<file path="src/rtl/softmax_norm_sequencer.sv">
// -----------------------------------------------------------------------------
// softmax_norm_sequencer
//   Softmax normalisation front-end.
//   Flow:
//     1. Collect one vector of VEC_LEN exp() values (S5.10). Negative inputs are
//        clamped to 0.
//     2. Accumulate their sum (S13.10). The sum saturates and does not wrap.
//     3. Run one external division per element (element / sum).
//     4. Stream the S5.10 quotients downstream over a valid/ready handshake.
//   A vector whose sum is zero skips the divider and emits VEC_LEN zeros.
//
// Ports
//   clk, rst                 clock, asynchronous active-high reset
//   in_valid/in_ready/in_data      element input (ready only while loading)
//   div_start/div_num/div_den      request to the divider (one outstanding)
//   div_quot/div_valid             divider response
//   out_valid/out_ready/out_data   probability output, out_last on final element
//   err                            sticky divider-timeout flag
//
// Build option
//   SOFTMAX_DIV_TIMEOUT_EN : when defined, WAIT gives up after DIV_TIMEOUT
//                            cycles, emits 0 and sets err. When undefined,
//                            WAIT blocks until div_valid and err is tied to 0.
// -----------------------------------------------------------------------------
module softmax_norm_sequencer #(
  parameter int VEC_LEN     = 8,
  parameter int DATA_W      = 16,
  parameter int SUM_W       = 24,
  parameter int DIV_TIMEOUT = 32
) (
  input  logic              clk,
  input  logic              rst,
  input  logic              in_valid,
  output logic              in_ready,
  input  logic [DATA_W-1:0] in_data,
  output logic              div_start,
  output logic [DATA_W-1:0] div_num,
  output logic [SUM_W-1:0]  div_den,
  input  logic [DATA_W-1:0] div_quot,
  input  logic              div_valid,
  output logic              out_valid,
  input  logic              out_ready,
  output logic [DATA_W-1:0] out_data,
  output logic              out_last,
  output logic              err
);

  localparam int              IW      = (VEC_LEN > 1) ? $clog2(VEC_LEN) : 1;
  localparam logic [IW-1:0]   LAST    = IW'(VEC_LEN - 1);
  localparam logic [SUM_W:0]  SUM_MAX = {2'b00, {(SUM_W-1){1'b1}}};

  typedef enum logic [2:0] {LOAD, ISSUE, WAIT, OUT, ZOUT} state_t;

  state_t            state;
  logic [DATA_W-1:0] mem [VEC_LEN];
  logic [IW-1:0]     count, idx, idx_nx;
  logic [SUM_W-1:0]  sum, sum_nx;
  logic [SUM_W:0]    sum_add;
  logic [DATA_W-1:0] elem_c;
  logic              accept;

  // Negative exp() values are nonsensical upstream artefacts; treat them as 0.
  assign elem_c  = in_data[DATA_W-1] ? '0 : in_data;
  assign accept  = in_valid & in_ready;
  assign sum_add = {1'b0, sum} + (SUM_W+1)'(elem_c);
  assign sum_nx  = (sum_add > SUM_MAX) ? SUM_MAX[SUM_W-1:0] : sum_add[SUM_W-1:0];
  assign idx_nx  = idx + 1'b1;

  // Element buffer. It needs no reset: count restarts at 0, so stale entries
  // are always overwritten before they are read.
  always_ff @(posedge clk) begin
    if (accept) mem[count] <= elem_c;
  end

`ifdef SOFTMAX_DIV_TIMEOUT_EN
  localparam int            TW   = $clog2(DIV_TIMEOUT + 1);
  localparam logic [TW-1:0] TLIM = TW'(DIV_TIMEOUT - 1);
  logic [TW-1:0] tcnt;
`else
  assign err = 1'b0;
`endif

  always_ff @(posedge clk or posedge rst) begin
    if (rst) begin
      state     <= LOAD;
      count     <= '0;
      idx       <= '0;
      sum       <= '0;
      in_ready  <= 1'b1;
      div_start <= 1'b0;
      div_num   <= '0;
      div_den   <= '0;
      out_valid <= 1'b0;
      out_data  <= '0;
      out_last  <= 1'b0;
`ifdef SOFTMAX_DIV_TIMEOUT_EN
      tcnt      <= '0;
      err       <= 1'b0;
`endif
    end else begin
      div_start <= 1'b0;
      case (state)
        LOAD: begin
          if (accept) begin
            sum   <= sum_nx;
            count <= count + 1'b1;
            if (count == LAST) begin
              // Last element: start the first division right away, so
              // div_start is high in the cycle after the final accept.
              // mem[0] was written on an earlier edge.
              in_ready <= 1'b0;
              count    <= '0;
              idx      <= '0;
              if (sum_nx == '0) begin
                state     <= ZOUT;
                out_valid <= 1'b1;
                out_data  <= '0;
                out_last  <= 1'b0;
              end else begin
                state     <= ISSUE;
                div_start <= 1'b1;
                div_num   <= mem[0];
                div_den   <= sum_nx;
              end
            end
          end
        end
        ISSUE: begin
          state <= WAIT;
`ifdef SOFTMAX_DIV_TIMEOUT_EN
          tcnt  <= '0;
`endif
        end
        WAIT: begin
          if (div_valid) begin
            out_data  <= div_quot;
            out_valid <= 1'b1;
            out_last  <= (idx == LAST);
            state     <= OUT;
          end
`ifdef SOFTMAX_DIV_TIMEOUT_EN
          // tcnt == k-1 in the k-th cycle after div_start.
          else if (tcnt == TLIM) begin
            out_data  <= '0;
            out_valid <= 1'b1;
            out_last  <= (idx == LAST);
            err       <= 1'b1;
            state     <= OUT;
          end else begin
            tcnt <= tcnt + 1'b1;
          end
`endif
        end
        OUT: begin
          if (out_ready) begin
            out_valid <= 1'b0;
            out_last  <= 1'b0;
            if (idx == LAST) begin
              state    <= LOAD;
              in_ready <= 1'b1;
              idx      <= '0;
              count    <= '0;
              sum      <= '0;
            end else begin
              idx       <= idx_nx;
              div_start <= 1'b1;
              div_num   <= mem[idx_nx];
              state     <= ISSUE;
            end
          end
        end
        ZOUT: begin
          // out_valid stays high; out_data is already 0.
          if (out_ready) begin
            if (idx == LAST) begin
              out_valid <= 1'b0;
              out_last  <= 1'b0;
              state     <= LOAD;
              in_ready  <= 1'b1;
              idx       <= '0;
              count     <= '0;
              sum       <= '0;
            end else begin
              idx      <= idx_nx;
              out_last <= (idx_nx == LAST);
            end
          end
        end
        default: state <= LOAD;
      endcase
    end
  end

endmodule
</file>
<file path="config.mk">
export PLATFORM = sky130hd
export DESIGN_NAME = softmax_norm_sequencer
export DESIGN_NICKNAME = d
export VERILOG_FILES = /design/src/rtl/softmax_norm_sequencer.sv
export SDC_FILE = /design/constraint.sdc
export NUM_CORES = 1
export LEC_CHECK = 0
export CAP_MARGIN = 20
export CORE_ASPECT_RATIO = 2
export CORE_MARGIN = 2
export CORE_UTILIZATION = 35
export CTS_CLUSTER_SIZE = 16
export DETAILED_ROUTE_END_ITERATION = 6
export DONT_BUFFER_PORTS = 1
export GPL_TIMING_DRIVEN = 0
export PLACE_DENSITY_LB_ADDON = 0.05
export SYNTH_ARGS = -nofsm -noshare
export SYNTH_HDL_FRONTEND = slang
export SYNTH_SLANG_ARGS = --single-unit
</file>
<file path="constraint.sdc">
create_clock -name clk -period 4 [get_ports clk]
set_input_delay 1 -clock clk [delete_from_list [all_inputs] [get_ports clk]]
set_output_delay 1 -clock clk [all_outputs]
set_load 0.05 [all_outputs]
</file>
## Word level (Yosys, flattened, before mapping)

Memories as Yosys holds them, arrays and structs flattened.
Cells that the tools add are included.
Widths: inputs -> output; s select.

- Magnitude comparators: 1
- Muxes and demuxes: 62
- Reduce and logical (&&, ||, !) cells: 16
- Add/sub/neg operators: 3
- Bitwise operators: 2
- Equality and inequality tests: 18

Operators by type and width:

| cell | count |
|---|---|
| $mux 16 | 9 |
| $mux 24 | 4 |
| $pmux 16 s2 | 2 |
| $pmux 24 s2 | 1 |
| $mux 3 | 13 |
| $add 24x15->25 | 1 |
| $gt 25x23->1 const B | 1 |
| $mux 1 | 25 |
| $logic_not 24->1 | 1 |
| $ne 2x2->1 const B | 9 |
| $mux 15 | 1 |
| $pmux 3 s5 | 1 |
| $eq 3x3->1 const B | 4 |
| $pmux 3 s2 | 2 |
| $reduce_and 4->1 | 3 |
| $reduce_and 6->1 | 2 |
| $reduce_and 5->1 | 2 |
| $pmux 1 s4 | 2 |
| $reduce_and 8->1 | 1 |
| $reduce_and 7->1 | 1 |
| $add 3x1->3 const B | 2 |
| $eq 3x2->1 const B | 2 |
| $reduce_bool 2->1 | 3 |
| $ne 2x1->1 const B | 2 |
| other kinds (7) | 8 |

- Memories kept: 1
- Input bits: 37
- Register bits after elaboration: 93
- Logic and storage cells: 114
- Output and inout port bits: 61
- RAM bits: 120

Memory list:

| name | depth | width | rd ports | clocked after Yosys merged registers in | write ports | line | text |
|---|---|---|---|---|---|---|---|
| mem | 8 | 15 | 2 | 0 | 1 | 55 | `logic [DATA_W-1:0] mem [VEC_LEN];` |

## Logic depth before layout (Yosys ltp)

Gate-level depths: netlist (run 1).

- Word-level depth: 9
- Depth in mapped cells: 16
- Gate-level depth less buffers: 13

## Least setup slack after synthesis (run 1)

Ideal clock, no wire load.

- Path type: input to register
- Start: input port in_data[15]
- End: register div_den[11]
- Arrival: 4816 ps
- Path buffers: 3
- Stages: 16
- Setup time: 125 ps
- Setup slack: -941 ps
- Cells stage by stage: clkbuf_1 nor2b_1 ha_1 inv_1 fa_1 nand2b_1 a2111oi_2 nor2_2 a2111oi_4 mux2i_1 o2111ai_1 nor4_4 nor2b_1 buf_4 buf_6 mux2_4

- Cells in the longest elaborated chain, start to end: 7

RTL lines:

| element | line | text |
|---|---|---|
| from (decl) | 35 | `input logic [DATA_W-1:0] in_data,` |
| $mux 15 (*) | 63 | `assign elem_c = in_data[DATA_W-1] ? '0 : in_data;` |
| net elem_c[0] | 59 | `logic [DATA_W-1:0] elem_c;` |
| $add 24x15->25 (*) | 65 | `assign sum_add = {1'b0, sum} + (SUM_W+1)'(elem_c);` |
| $gt 25x23->1 | 66 | `assign sum_nx = (sum_add > SUM_MAX) ? SUM_MAX[SUM_W-1:0] : sum_add[SUM_W-1:0];` |
| $mux 24 (*) | 66 |  |
| $logic_not 24->1 | 114 | `if (sum_nx == '0) begin` |
| $not 1->1 (no source line) | n/a |  |
| $reduce_and 4->1 (no source line) | n/a |  |
| to (signal assigned) | 123 | `div_den <= sum_nx;` |
| to (decl) | 38 | `output logic [SUM_W-1:0] div_den,` |

The timed path passes the listed nets; every way through them passes the cells marked *.
A chain may end at the register's enable or synchronous reset.

## Final worst setup path (run 1)

- Start: input port in_data[15]
- End: register div_den[8]

The elaborated chain is that of the path after synthesis.

==> metrics, run 1 <==
status complete, but fails checks; failing checks setup timing; ys flop type edfxtp_1; Initial DRC Count 357; wire length on met3 908 µm; CTS tree built; mean number of vias per cell 5.426; Compound-Gate Fraction of Synth Area 11.20%; CTS H-tree depth 1; Post-synth EDFFs 120; routability cong. 0.8678; layout cells sized above 1 26.75%; total track usage 19.68%; die area 29960 µm²; vias in the first global route 6930; first-pass GRT wire length 43.01 mm; most frequent cells in the layout edfxtp_1, dfrtp_1, nand2_1, o21ai_0, a21oi_1; post-synthesis mux area share 13.49%; FF+latch count, synth 212; WL met1 9.843 mm; Critical Path RT 4390 ps; xor/xnor cell area share of the yosys netlist 1.492%; worst-margin pin slew 1044 ps; RSZ-0062 raised after global routing yes; DP Cell Count 1113; GR Overflow Total 0; Slew Limit Fails 0; Post-Synth Adder-Cell Area 2.708%; Worst slew margin 29.85%; Detail Route met2 WL 16.93 mm; DRC 0; hold slack 332.2 ps; Final min period 4251 ps; largest net degree at the start of global routing 68; clk slew on worst S/H paths 60 ps; io pins 98; port bufs 0; Leakage 4.656 nW; fmax 235.3 MHz; Finished Layout Cells 1186; Syn-to-layout area delta 21.40%; deepest clock path buffer count 3; Core Area 28080 µm²; largest family of logic cells by synthesized area multiplexers; Sink Count 212; clk_lat worst skew 530 ps; Startpoint Class input pin; die height 242.8 µm; most common cell after layout, fill and taps aside edfxtp_1; Min-Delay Path Class input pin to async pin; max-cap viol count 0; Routed Antenna Nets 0; final setup skew 30.16 ps; Post-Synthesis Cells 743; CTS Buf Count 22; Worst EP arrival 4640 ps; drt wl/cell 24.29 µm; synthesized area 9978 µm²; Power Density 639.8 nW/µm²; Cell Area, Placed 10800 µm²; Root Buffer clkbuf_16; reg2reg start sum[0]$_DFFE_PP0P_; library cells used by synthesis 71; PnR Total Power 7.751 mW; setup violators final 58; Top Layer Used met4; R2R cell count 16; fin crit share 106.3%; setup ws final -250.8 ps; 1st-pass router iterations 5; Final HPWL DP 21.31 mm; Layout Nets 872; Final Hold Viols 0; sequential area share after synthesis 59.20%; Peak VDD IR 0.4032 mV; layout filler cell count 2611; die width 123.4 µm; WS Path Type input pin to register; Ant. Diodes 0; crit-path max FO 8; Ys Warns 0; ys async rst share 43.40%; Initial Util 35.53%; dpl ws -1600 ps; final wirelength 28.81 mm; Worst Setup SP in_data[15]; Mean Syn Cell Area 13.43 µm²; antenna violations before repair 0; num rows 87; simple-gate share of the synthesized area 9.078%; CP endpoint kind register; post-route cell area 12110 µm²; via count 6435
[layout make-up]
cell class / count / area, µm² / area share, %
Sequential cell: 212 / 5907 / 48.76
Multi-Input combinational cell: 469 / 4115 / 33.97
Clock buffer: 28 / 614.3 / 5.071
Timing Repair Buffer: 46 / 503.0 / 4.152
Tap cell: 356 / 445.4 / 3.677
Buffer: 42 / 286.5 / 2.365
Clock inverter: 12 / 157.7 / 1.301
Inverter: 21 / 85.08 / 0.7023
[repair_timing]
item / CTS / global route
cloned: 3 / 1
buffers inserted: 24 / 5
endpoints found under the setup margin: 83 / 67
resized for setup: 34 / 21
pin swaps: 12 / 4
hold buffers: 0 / 0
[path summary, 6_finish.rpt]
| path | slack [ps] | end |
|---|---|---|
| min reg2reg | 490 | sum[4]$_DFFE_PP0P_ |
| max reg2reg | 240 | div_den[8]$_DFFE_PP0P_ |
| min in group clk | 490 | sum[4]$_DFFE_PP0P_ |
| max | -250 | div_den[8]$_DFFE_PP0P_ |
| min | 330 | out_data[11]$_DFFE_PP0P_ |
| max in group asynchronous | 2960 | sum[4]$_DFFE_PP0P_ |
[metrics by stage]
stage	TNS, ps	util (%)
final	-8661	43.13
after global routing	-12960	43.13
after CTS	-10350	42.58
after detailed placement	-103150	38.45
after global placement	-165070	37.76
after floorplan	-20950	-
[critical path, cell delays in order]
cell,delay [ps]
clkbuf_16,160
nor2b_4,220
ha_4,170
inv_2,30
fa_2,330
nand2b_4,160
a2111oi_4,400
nor2_4,110
a2111oi_4,320
buf_4,190
mux2i_4,240
o2111ai_2,150
nor4_4,290
buf_4,170
nor2b_1,50
buf_6,150
buf_12,150
mux2_4,290
[state kept, by name, indices dropped and copies added, names as in the netlist]
register	flops
in_ready	1
sum	24
idx	3
out_last	1
div_start	1
out_data	16
div_den	24
mem	120
div_num	15
out_valid	1
count	3
state	3
[logic make-up (layout without fill, tap and decap cells)]
| kind of cell | after synthesis | count (layout) |
|---|---|---|
| AO/OA/AOI/OAI | 160 | 160 |
| XOR/XNOR | 17 | 17 |
| adder cells (fa/ha/maj) | 21 | 21 |
| buffers and inverters | 63 | 149 |
| flip-flops | 212 | 212 |
| multiplexers | 87 | 87 |
| other | 1 | 2 |
| AND/OR/NAND/NOR | 182 | 182 |
[report_power, final]
part	switching, mW	internal (mW)
logic	0.965	1.02
registers	1.03	2.56
clock network	0.891	1.29
[synth_stat cells (10+ instances only)]
master | count | area share [%]
edfxtp_1 | 120 | 36
dfrtp_1 | 91 | 23
nand2_1 | 66 | 2.5
o21ai_0 | 44 | 2.2
a21oi_1 | 35 | 1.8
nor2_1 | 34 | 1.3
a22o_1 | 31 | 2.7
mux4_2 | 30 | 6.8
clkbuf_1 | 25 | 0.94
mux2i_1 | 22 | 2.2
inv_1 | 21 | 0.79
ha_1 | 20 | 2.5
mux2_1 | 17 | 1.9
nor2b_1 | 16 | 1.0
mux2_4 | 15 | 2.3
nor3_1 | 13 | 0.65
xnor2_1 | 11 | 0.97
nand3_1 | 10 | 0.50
[layer usage]
layer / GRT usage (%) / vias to the layer above
li1: - / 2952
met1: 19.60 / 3284
met2: 38.93 / 153
met3: 2.397 / 46
met4: 8.422 / 0
met5: 0 / -
(Power assumes the default switching activity.)
==> run 2, diff against run 1 <==
- SKIP_LAST_GASP: unset -> 1
==> results of run 2 <==
The final DEF is identical to that of run 1; final timing and power are the same.
==> run 3, diff against run 2 <==
- PLACE_DENSITY_LB_ADDON: 0.05 -> unset
- SKIP_LAST_GASP: 1 -> unset
==> run 3 against run 2 <==
Effect of this change: register-to-register slack worse by 30 ps; the flow still finishes with violations (setup timing); via count rose by 0.30%; combinational power shrank 4%; highest routed layer unchanged; non-clock buffer count down 1; clock-buffer cell count rose by 3.
==> metrics, run 3 (synthesized netlist as in run 1, its figures left out) <==
status complete, but fails checks; failing checks setup timing; Min-Delay Path Class input pin to async pin; fin crit share 104.0% (-2.3 points); Leakage 4.578 nW (-1.7%); max reg flops 120 (unchanged); deepest clock path buffer count 3 (unchanged); routability cong. 0.9232 (+6.4%); crit-path max FO 6 (-2); Initial DRC Count 349 (-2.2%); drt wl/cell 22.66 µm (-6.7%); R2R cell count 16 (unchanged); Detail Route met2 WL 15.22 mm (-10%); largest net degree at the start of global routing 59 (-13%); CTS H-tree depth 1 (unchanged); Worst slew margin 28.53% (-1.3 points); Routed Antenna Nets 0 (unchanged); Sink Count 212 (unchanged); max-cap viol count 0 (unchanged); layout cells sized above 1 24.97% (-1.8 points); fmax 240.4 MHz (+2.2%); Regs by FF count mem (120), div_den (24), sum (24); wire length on met3 1.158 mm (+28%); Core Area 28080 µm² (unchanged); reg2reg start sum[0]$_DFFE_PP0P_; dpl ws -1214 ps (+385.3 ps); Finished Layout Cells 1182 (-0.34%); Peak VDD IR 0.3560 mV (-12%); Largest Register mem; GR Overflow Total 0 (unchanged); worst-margin pin slew 1062 ps (+18.03 ps); Top Layer Used met4; Slew Limit Fails 0 (unchanged); CTS Buf Count 20 (-9.1%); Root Buffer clkbuf_16; CTS tree built; total track usage 18.35% (-1.3 points); DRC 0 (unchanged); io pins 98 (unchanged); most frequent cells in the layout edfxtp_1, dfrtp_1, nand2_1, o21ai_0, buf_4; final wirelength 26.79 mm (-7.0%); RSZ-0062 raised after global routing yes; vias in the first global route 7012 (+1.2%); first-pass GRT wire length 41.30 mm (-4.0%); most common cell after layout, fill and taps aside edfxtp_1; clk_lat worst skew 510 ps (-20 ps); DP Cell Count 1112 (-0.090%); hold slack 395.8 ps (+63.57 ps); clk slew on worst S/H paths 70 ps (about the same); Worst EP arrival 4550 ps (-90 ps); Final min period 4160 ps (-90.71 ps); 1st-pass router iterations 4 (-1); final setup skew 23.60 ps (-6.560 ps); via count 6454 (+0.30%); setup ws final -160.0 ps (+90.71 ps); Hold-fix buffers, CTS 0 (unchanged); port bufs 0 (unchanged); mean number of vias per cell 5.460 (+0.63%); worst reg2reg endpoint div_den[20]$_DFFE_PP0P_; setup violators final 40 (-31%); Reg2Reg Setup Slack 210 ps (-30 ps); Initial Util 35.53% (unchanged); Final Hold Viols 0 (unchanged); CP endpoint kind register; Layout Nets 869 (-0.34%); Power Density 617.3 nW/µm² (-3.5%); die width 123.4 µm (unchanged); WL met1 8.982 mm (-8.7%); die area 29960 µm² (unchanged); Final HPWL DP 19.18 mm (-10%); antenna violations before repair 2 (+2); num rows 87 (unchanged); die height 242.8 µm (unchanged); Syn-to-layout area delta 19.26%; Startpoint Class input pin; WS Path Type input pin to register; Final Util 42.37% (-0.76 points); Critical Path RT 4390 ps (about the same)
[run 3: changes by cell type in the layout (fill, tap and decap cells not counted), sizes merged]
cell / previous run / this run
clkinvlp: 6 / 1
buf: 59 / 61
bufinv: 3 / 0
clkinv: 3 / 4
diode: 0 / 1
[run 3: repair_timing]
action / CTS / global route
gates cloned: 3 / 0
setup buffers: 24 / 8
gates resized for setup: 42 / 6
pin swaps: 11 / 1
setup endpoints to repair: 75 / 60
[run 3: metrics by stage]
stage                     setup TNS (ps)  power (mW)  area (µm²)
after detailed placement          -75820       5.404       10800
final                              -3207       7.346       11900
after CTS                          -2532       7.462       11860
after global routing              -11810       7.681       11900
after global placement           -151180       5.370       10600
after floorplan                   -20950       4.913       10160
[run 3: where the power goes]
group          internal [mW]  switching [mW]  total, mW
Clock                   1.02           0.834       1.85
Sequential              2.56            1.03       3.59
Combinational          0.979           0.924       1.90
Total                   4.55            2.79       7.35
[run 3: area by class of cell]
cell class              instances  area [µm²]
plain buffers                  41       267.8
well taps                     356       445.4
inverters                      21       81.33
flip-flops and latches        212        5907
fillers                      2596       16180
repair buffers                 46       485.5
clock inverters                 5       37.54
multi-input cells             469        4089
clock buffers                  31       584.3
diodes                          1       2.502
[run 3: per-layer routing]
layer | up-vias | GRT usage [%]
li1 | 2941 | -
met1 | 3272 | 18.70
met2 | 171 | 34.55
met3 | 70 | 2.538
met4 | 0 | 10.09
met5 | - | 0
[run 3: critical path, stage by stage]
cell and delay, ps:
clkbuf_16 150, nor2b_4 150, ha_4 150, inv_2 40
fa_2 380, nand2b_4 160, a2111oi_4 270, buf_4 190
nor2_4 60, a2111oi_4 420, buf_4 190, and4bb_1 220
o2111ai_2 250, nor4_4 80, nor2b_1 150, buf_6 130
bufbuf_16 260, mux2_4 300
[run 3: worst max path at each step]
stage,slack (ps),depth (start not counted),startpoint,end
after floorplan,-510,16,in_data[15],div_den[11]$_DFFE_PP0P_
after global placement,-1200,16,in_data[15],div_den[10]$_DFFE_PP0P_
after detailed placement,-1210,12,in_data[15],div_num[0]$_DFFE_PP0P_
after CTS,-130,18,in_data[15],div_den[6]$_DFFE_PP0P_
after global routing,-300,18,in_data[15],div_den[6]$_DFFE_PP0P_
final,-160,18,in_data[15],div_den[20]$_DFFE_PP0P_
